==> src/rtl/icache_refill_ctrl_pkg.sv <==
// Shared fetch-side definitions: refill FSM states, default line geometry and
// the instruction-access-fault cause code consumed by the trap logic.
package ifetch_pkg;

  typedef enum logic [2:0] {
    ST_IDLE,
    ST_REQ,
    ST_BEAT,
    ST_DRAIN,
    ST_DONE
  } refill_state_e;

  localparam int          LINE_BEATS_DEF = 4;
  localparam int          LINE_BYTES     = LINE_BEATS_DEF * 8;
  localparam int          BEAT_IDX_W     = $clog2(LINE_BEATS_DEF);
  localparam logic [63:0] LINE_OFF_MASK  = 64'(LINE_BYTES - 1);

  // Matches the privileged-spec mcause value for instruction access fault.
  localparam logic [5:0]  CAUSE_IAF      = 6'd1;

endpackage

==> src/rtl/icache_refill_ctrl_if.sv <==
// Instruction memory read port: one line request, then a stream of 64-bit beats.
interface icache_refill_ctrl_if #(
  parameter int ADDR_W = 64
);
  logic              MEM_REQ;
  logic [ADDR_W-1:0] MEM_ADDR;
  logic              MEM_GNT;
  logic              MEM_RVALID;
  logic [63:0]       MEM_RDATA;
  logic              MEM_RERR;

  modport master (
    output MEM_REQ, MEM_ADDR,
    input  MEM_GNT, MEM_RVALID, MEM_RDATA, MEM_RERR
  );

  modport slave (
    input  MEM_REQ, MEM_ADDR,
    output MEM_GNT, MEM_RVALID, MEM_RDATA, MEM_RERR
  );
endinterface

==> src/rtl/icache_refill_ctrl_beat_ctr.sv <==
// Loadable modulo-LINE_BEATS beat index plus a separate count of accepted beats,
// so the last beat is found even when the index starts mid-line.
module refill_beat_ctr #(
  parameter int LINE_BEATS = 4,
  parameter int BW         = $clog2(LINE_BEATS)
) (
  input  logic          clk,
  input  logic          rst_n,
  input  logic          load,
  input  logic [BW-1:0] load_idx,
  input  logic          inc,
  output logic [BW-1:0] idx,
  output logic          last
);
  logic [BW-1:0] idx_q, idx_d;
  logic [BW-1:0] num_q, num_d;

  always_comb begin
    idx_d = idx_q;
    num_d = num_q;
    if (load) begin
      idx_d = load_idx;
      num_d = '0;
    end else if (inc) begin
      idx_d = idx_q + BW'(1);
      num_d = num_q + BW'(1);
    end
  end

  always_ff @(posedge clk or negedge rst_n) begin
    if (!rst_n) begin
      idx_q <= '0;
      num_q <= '0;
    end else begin
      idx_q <= idx_d;
      num_q <= num_d;
    end
  end

  assign idx  = idx_q;
  assign last = (num_q == BW'(LINE_BEATS - 1));
endmodule

==> src/rtl/icache_refill_ctrl.sv <==
// Icache miss refill controller: one line fill per miss, beat writes, flush and
// bus-error handling. ICACHE_CRITICAL_WORD_FIRST_EN selects critical-word-first fills.
module icache_refill_ctrl
  import ifetch_pkg::*;
#(
  parameter int LINE_BEATS = LINE_BEATS_DEF,
  parameter int ADDR_W     = 64,
  parameter int BW         = $clog2(LINE_BEATS)
) (
  input  logic                CLK,
  input  logic                reset_n,
  input  logic [ADDR_W-1:0]   FE_PC,
  input  logic                FE_MISS,
  input  logic                FE_FLUSH,
  output logic                IC_STALL,
  output logic                IC_WE,
  output logic [BW-1:0]       IC_WIDX,
  output logic [63:0]         IC_WDATA,
  output logic                IC_LINE_V,
  output logic [ADDR_W-1:0]   IC_LINE_ADDR,
  output logic                F_IAF,
  icache_refill_ctrl_if.master mem
);
  localparam int                OFF_W    = $clog2(LINE_BEATS * 8);
  localparam logic [ADDR_W-1:0] OFF_MASK = ADDR_W'(LINE_BEATS * 8 - 1);

  refill_state_e     state_q, state_d;
  logic              err_q, err_d;
  logic              flush_q, flush_d;
  logic [ADDR_W-1:0] line_addr_q, line_addr_d;
  logic              mem_req_q, mem_req_d;
  logic [ADDR_W-1:0] mem_addr_q, mem_addr_d;
  logic              line_v_q, line_v_d;
  logic              iaf_q, iaf_d;

  logic              accept_miss, ic_we;
  logic              ctr_load, ctr_inc, ctr_last;
  logic [BW-1:0]     ctr_load_idx, ctr_idx;
  logic [ADDR_W-1:0] miss_line, miss_req_addr;

  assign accept_miss = (state_q == ST_IDLE) && FE_MISS && !FE_FLUSH;
  assign miss_line   = FE_PC & ~OFF_MASK;

`ifdef ICACHE_CRITICAL_WORD_FIRST_EN
  assign miss_req_addr = {FE_PC[ADDR_W-1:3], 3'b000};
  assign ctr_load_idx  = FE_PC[OFF_W-1:3];
`else
  assign miss_req_addr = miss_line;
  assign ctr_load_idx  = '0;
`endif

  refill_beat_ctr #(.LINE_BEATS(LINE_BEATS), .BW(BW)) u_beat_ctr (
    .clk      (CLK),
    .rst_n    (reset_n),
    .load     (ctr_load),
    .load_idx (ctr_load_idx),
    .inc      (ctr_inc),
    .idx      (ctr_idx),
    .last     (ctr_last)
  );

  always_comb begin
    state_d     = state_q;
    err_d       = err_q;
    flush_d     = flush_q;
    line_addr_d = line_addr_q;
    mem_req_d   = mem_req_q;
    mem_addr_d  = mem_addr_q;
    line_v_d    = 1'b0;
    iaf_d       = 1'b0;
    ic_we       = 1'b0;
    ctr_load    = 1'b0;
    ctr_inc     = 1'b0;
    unique case (state_q)
      ST_IDLE: begin
        if (accept_miss) begin
          line_addr_d = miss_line;
          mem_addr_d  = miss_req_addr;
          mem_req_d   = 1'b1;
          err_d       = 1'b0;
          flush_d     = 1'b0;
          ctr_load    = 1'b1;
          state_d     = ST_REQ;
        end
      end
      ST_REQ: begin
        if (FE_FLUSH) flush_d = 1'b1;
        if (mem.MEM_GNT) begin
          mem_req_d = 1'b0;
          state_d   = (flush_q || FE_FLUSH) ? ST_DRAIN : ST_BEAT;
        end
      end
      ST_BEAT: begin
        if (mem.MEM_RVALID) begin
          ctr_inc = 1'b1;
          if (FE_FLUSH) begin
            // Abandoned fill; a flush on the final beat leaves nothing to drain.
            flush_d = 1'b1;
            state_d = ctr_last ? ST_IDLE : ST_DRAIN;
          end else if (mem.MEM_RERR) begin
            err_d   = 1'b1;
            iaf_d   = ctr_last;
            state_d = ctr_last ? ST_IDLE : ST_DRAIN;
          end else begin
            ic_we    = 1'b1;
            line_v_d = ctr_last;
            state_d  = ctr_last ? ST_DONE : ST_BEAT;
          end
        end else if (FE_FLUSH) begin
          flush_d = 1'b1;
          state_d = ST_DRAIN;
        end
      end
      ST_DRAIN: begin
        if (mem.MEM_RVALID) begin
          ctr_inc = 1'b1;
          if (ctr_last) begin
            iaf_d   = err_q && !flush_q;
            state_d = ST_IDLE;
          end
        end
      end
      ST_DONE: state_d = ST_IDLE;
      default: state_d = ST_IDLE;
    endcase
  end

  always_ff @(posedge CLK or negedge reset_n) begin
    if (!reset_n) begin
      state_q     <= ST_IDLE;
      err_q       <= 1'b0;
      flush_q     <= 1'b0;
      line_addr_q <= '0;
      mem_req_q   <= 1'b0;
      mem_addr_q  <= '0;
      line_v_q    <= 1'b0;
      iaf_q       <= 1'b0;
    end else begin
      state_q     <= state_d;
      err_q       <= err_d;
      flush_q     <= flush_d;
      line_addr_q <= line_addr_d;
      mem_req_q   <= mem_req_d;
      mem_addr_q  <= mem_addr_d;
      line_v_q    <= line_v_d;
      iaf_q       <= iaf_d;
    end
  end

  assign IC_STALL     = accept_miss || (state_q == ST_REQ) ||
                        (state_q == ST_BEAT) || (state_q == ST_DRAIN);
  assign IC_WE        = ic_we;
  assign IC_WIDX      = ctr_idx;
  assign IC_WDATA     = ic_we ? mem.MEM_RDATA : 64'd0;
  assign IC_LINE_V    = line_v_q;
  assign IC_LINE_ADDR = line_addr_q;
  assign F_IAF        = iaf_q;
  assign mem.MEM_REQ  = mem_req_q;
  assign mem.MEM_ADDR = mem_addr_q;
endmodule

==> src/flat_wrapper.sv <==
// flat-port wrapper written by rule: the top's interface ports become plain ports
module icache_refill_ctrl_flat import ifetch_pkg::*;
#(
  parameter int LINE_BEATS = LINE_BEATS_DEF,
  parameter int ADDR_W     = 64,
  parameter int BW         = $clog2(LINE_BEATS)
)
  (CLK, reset_n, FE_PC, FE_MISS, FE_FLUSH, IC_STALL, IC_WE, IC_WIDX, IC_WDATA, IC_LINE_V, IC_LINE_ADDR, F_IAF, mem_MEM_REQ, mem_MEM_ADDR, mem_MEM_GNT, mem_MEM_RVALID, mem_MEM_RDATA, mem_MEM_RERR);
  icache_refill_ctrl_if #(.ADDR_W(ADDR_W)) mem_i ();
  input  logic CLK;
  input  logic reset_n;
  input  logic [ADDR_W-1:0] FE_PC;
  input  logic FE_MISS;
  input  logic FE_FLUSH;
  output logic IC_STALL;
  output logic IC_WE;
  output logic [BW-1:0] IC_WIDX;
  output logic [63:0] IC_WDATA;
  output logic IC_LINE_V;
  output logic [ADDR_W-1:0] IC_LINE_ADDR;
  output logic F_IAF;
  output wire logic [$bits(mem_i.MEM_REQ)-1:0] mem_MEM_REQ;
  output wire logic [$bits(mem_i.MEM_ADDR)-1:0] mem_MEM_ADDR;
  input wire logic [$bits(mem_i.MEM_GNT)-1:0] mem_MEM_GNT;
  input wire logic [$bits(mem_i.MEM_RVALID)-1:0] mem_MEM_RVALID;
  input wire logic [$bits(mem_i.MEM_RDATA)-1:0] mem_MEM_RDATA;
  input wire logic [$bits(mem_i.MEM_RERR)-1:0] mem_MEM_RERR;
  assign mem_MEM_REQ = mem_i.MEM_REQ;
  assign mem_MEM_ADDR = mem_i.MEM_ADDR;
  assign mem_i.MEM_GNT = mem_MEM_GNT;
  assign mem_i.MEM_RVALID = mem_MEM_RVALID;
  assign mem_i.MEM_RDATA = mem_MEM_RDATA;
  assign mem_i.MEM_RERR = mem_MEM_RERR;
  icache_refill_ctrl #(.LINE_BEATS(LINE_BEATS), .ADDR_W(ADDR_W), .BW(BW)) u_core (.CLK(CLK), .reset_n(reset_n), .FE_PC(FE_PC), .FE_MISS(FE_MISS), .FE_FLUSH(FE_FLUSH), .IC_STALL(IC_STALL), .IC_WE(IC_WE), .IC_WIDX(IC_WIDX), .IC_WDATA(IC_WDATA), .IC_LINE_V(IC_LINE_V), .IC_LINE_ADDR(IC_LINE_ADDR), .F_IAF(F_IAF), .mem(mem_i));
endmodule
==> config.mk <==
export PLATFORM = sky130hd
export DESIGN_NAME = icache_refill_ctrl_flat
export DESIGN_NICKNAME = d
export VERILOG_FILES = /design/src/rtl/icache_refill_ctrl_pkg.sv /design/src/rtl/icache_refill_ctrl_if.sv /design/src/rtl/icache_refill_ctrl_beat_ctr.sv /design/src/rtl/icache_refill_ctrl.sv /design/src/flat_wrapper.sv
export SDC_FILE = /design/constraint.sdc
export NUM_CORES = 1
export LEC_CHECK = 0
export CELL_PAD_IN_SITES_DETAIL_PLACEMENT = 0
export CELL_PAD_IN_SITES_GLOBAL_PLACEMENT = 1
export CORE_MARGIN = 5
export CORE_UTILIZATION = 21
export CTS_CLUSTER_DIAMETER = 200
export DETAILED_ROUTE_END_ITERATION = 6
export PLACE_DENSITY = 0.81
export RECOVER_POWER = 25
export SLEW_MARGIN = 20
export SYNTH_ARGS = -nofsm -noshare
export SYNTH_HDL_FRONTEND = slang
export SYNTH_SLANG_ARGS = --single-unit
==> constraint.sdc <==
create_clock -name CLK -period 1.9 [get_ports CLK]
set_input_delay 0.38 -clock CLK [delete_from_list [all_inputs] [get_ports CLK]]
set_output_delay 0.38 -clock CLK [all_outputs]
set_load 0.005 [all_outputs]
==> impl_metrics.py <==
metrics = {
    "logic_synthesis": {
        "yosysUniqueCellTypes": 33,
        "syn_area_um2": 3835,
        "syn_inst": 458,
        "syn-mean-instance-area_um2": 8.373,
        "synth-edff-count": 0,
        "yosysWarnings": 0,
        "synth-seq-cells": 71,
        "synth_flop_cell": "dfrtp_1",
        "ys_async_sr_fraction": 1.000,
        "seq_area_frac_synth": 0.4633,
    },
    "clock_network": {
        "clk_pin_slew_ns": 0.06,
        "clk_latency_ns": 0.33,
        "cts_tree": "yes",
        "clock-sinks": 71,
        "cts-root-buf": "clkbuf_16",
        "cts_buffers": 9,
        "cts_buffer_depth": 2,
        "ctsHtreeMaxLevel": 3,
    },
    "power_and_ir_drop": {
        "leakage_nw": 3.546,
        "ir_drop_uv": 741.9,
        "power.density_nw_per_um2": 1209,
    },
    "global_routing": {
        "grt-ovfl-total": 0,
        "grt_max_degree": 61,
        "grt_use_met1": 0.1690,
        "met2_usage": 0.2309,
        "top_usage_layer": "met2",
        "use_met3": 0.03212,
        "grt_use_total": 0.1343,
        "antenna_found_initial": 0,
        "grt_pass1_vias": 3821,
        "grt_pass1_wl_um": 22860,
    },
    "hold_path": {
        "holdPathStages": 2,
        "min_from": "u_core.IC_LINE_ADDR[45]",
        "worstHoldPathType": "reg -> reg",
    },
    "setup_path": {
        "critPathTopFamily": "simple AND/OR/NAND/NOR gates",
        "crit_required_ns": 1.52,
        "cp-start-kind": "register",
        "cp_common_cell": "buf_6",
        "cp.depth": 7,
        "r2r_start": "u_core.state_q[2]",
        "cp_slowest_cell": "dfrtp_2",
        "worst-r2r-setup-slack_ns": 0.30,
        "crit_buf_inv": 4,
        "critical_path_class": "reg -> out",
        "worstPathMaxFanout": 8,
        "cp-startpoint": "u_core.state_q[2]",
        "cp-end-kind": "output port",
        "rr_worst_depth": 6,
        "max_stage_delay_ns": 0.43,
        "crit_arrival_ns": 1.82,
        "path_cells": "nor3_4, and4b_2, buf_6, buf_16, buf_8, and2_4, buf_6",
    },
    "finish": {
        "nNetsFinal": 870,
        "syn2layout_area_growth_pct": 96.05,
        "fin_cells": 967,
        "antenna_cells": 0,
        "fill_cells": 1787,
        "drive_gt1_frac": 0.2236,
    },
    "floorplan": {
        "fp.coreArea_um2": 17960,
        "start_util": 0.2135,
        "die_area_um2": 21060,
        "die_h_um": 145.1,
        "die_w_um": 145.1,
        "num_rows": 49,
        "pin_count": 334,
    },
    "place": {
        "dp_hpwl_um": 11260,
        "io_buffers": 318,
        "place_inst": 938,
        "gp_congestion": 0.7973,
    },
    "job": {
        "max-cap-violations": 0,
    },
    "sta": {
        "drv_slew": 0,
        "grt_setup_unrepaired": "yes",
        "timing.hold.ws_ns": 0.5020,
        "fmax_ghz": 0.4540,
        "finalHoldViolations": 0,
        "setup_viol": 65,
        "final.setup.worst_slack_ns": -0.3025,
        "finalClockSkew_ns": 0.007314,
        "finalCriticalPeriod_ns": 2.203,
        "slew_headroom": 0.2165,
        "fin_crit_sh": 1.159,
        "worst_pin_slew_ns": 1.175,
        "setup_tns_ns": -15.04,
    },
    "drt": {
        "drc": 0,
        "vias": 3801,
        "drt_iter0_drc": 130,
        "drtAntennaViolNets": 0,
        "vias_per_cell": 3.931,
        "wire_per_inst_um": 16.17,
        "wirelength_um": 15640,
        "drt_pass1_iterations": 4,
    },
    "outcome": {
        "status": "complete, but fails checks",
        "violations": "setup timing",
    },
}
repair_timing:
| action | CTS | global route |
|---|---|---|
| hold buffers | 1 | 0 |
| endpoints found under the hold margin | 19 | 0 |
| pin swaps | 1 | 49 |
| buffers inserted | 2 | 4 |
| gates resized for setup | 99 | 241 |
| endpoints found under the setup margin | 66 | 66 |
| cloned | 1 | 6 |
area by class of cell:
type,instances,area [um2],area share
inverter,3,11.26,0.001498
multi-input combinational,300,1558,0.2072
tap,229,286.5,0.03811
timing repair buffer,349,3571,0.4750
clock buffer,12,246.5,0.03278
clock inverter,3,67.56,0.008987
sequential,71,1778,0.2365
stage by stage:
step	cell area (um2)	worst slack, ns	power (mW)	utilization
finish	7518	-0.3025	9.086	0.4185
global route	7518	-0.3942	9.723	0.4185
CTS	7212	-0.5694	9.158	0.4015
detailed placement	6843	-0.7981	7.286	0.3809
global placement	6843	-0.7994	7.227	0.3809
floorplan	3869	0.1265	4.741	-
layer usage:
metal,vias to the layer above,part of all wire,wire [um]
li1,1873,-,-
met3,15,0.044,694
met2,124,0.51,7901
met4,0,0.014,214
met1,1789,0.44,6825
met5,-,0,0
state kept, by name, indices dropped and copies added, names as in the netlist:
register,flops
u_core.IC_LINE_V,1
u_core.flush_q,1
u_core.err_q,1
u_core.mem.MEM_REQ,1
u_core.u_beat_ctr.num_q,2
u_core.state_q,3
u_core.F_IAF,1
u_core.u_beat_ctr.idx,2
u_core.IC_LINE_ADDR,59
path summary, 6_finish.rpt:
| check | to |
|---|---|
| max | IC_WDATA[16] |
| min | u_core.IC_LINE_ADDR[45] |
| max reg2reg | u_core.IC_LINE_ADDR[20] |
| min reg2reg | u_core.IC_LINE_ADDR[45] |
| max in group asynchronous | u_core.state_q[2] |
| min in group asynchronous | u_core.IC_LINE_ADDR[14] |
layout by cell type (no fill, tap or decap), types with 2 or more instances in the layout:
| master | count |
|---|---|
| dfrtp_1 | 70 |
| xnor2_1 | 2 |
| buf_4 | 16 |
| dlymetal6s2s_1 | 2 |
| a31oi_1 | 3 |
| buf_12 | 3 |
| nor3b_1 | 2 |
| and2_4 | 52 |
| clkbuf_2 | 3 |
| xor2_1 | 2 |
| conb_1 | 10 |
| clkdlybuf4s50_1 | 249 |
| nand2_1 | 181 |
| nand3_1 | 2 |
| and2_1 | 14 |
| a21oi_1 | 4 |
| buf_6 | 55 |
| clkbuf_1 | 3 |
| bufinv_16 | 2 |
| buf_8 | 4 |
| dlygate4sd2_1 | 2 |
| buf_2 | 9 |
| clkbuf_16 | 12 |
| nor2_1 | 10 |
| inv_1 | 3 |
tightest hold or removal path: cells and delay by family, from the launching register on:
family / cells / cell delay (ns)
simple gates: 2 / 0.11
flops: 1 / 0.36
report_power, final:
| group | internal [mW] | switching (mW) |
|---|---|---|
| Combinational | 2.98 | 1.47 |
| Clock | 1.18 | 0.599 |
| Sequential | 2.24 | 0.616 |
cell usage after synthesis, types with 2 or more instances:
library cell  number  area [um2]
nand3_1            2       10.01
buf_4             70       525.5
buf_2             12       60.06
nand2_1          181       679.4
a31oi_1            3       18.77
clkbuf_2           2       10.01
nor3b_1            2       15.01
xor2_1             2       17.52
buf_6              4       45.04
and2_1            66       412.9
nor2_1            10       37.54
and3b_1            2       17.52
inv_1              3       11.26
a21oi_1            4       20.02
o21ai_0            2       10.01
clkbuf_1           5       18.77
dfrtp_1           71        1777
xnor2_1            2       17.52
kinds of logic after synthesis:
kind of cell             after synthesis  share of synthesized area
AO/OA/AOI/OAI                         14                    0.02415
other                                  1                  0.0009779
multiplexers                           1                   0.002610
buffers and inverters                 96                     0.1749
adder cells (fa/ha/maj)                1                   0.003262
flip-flops                            71                     0.4633
XOR/XNOR                               4                   0.009137
AND/OR/NAND/NOR                      270                     0.3217
(Power assumes the default switching activity.)
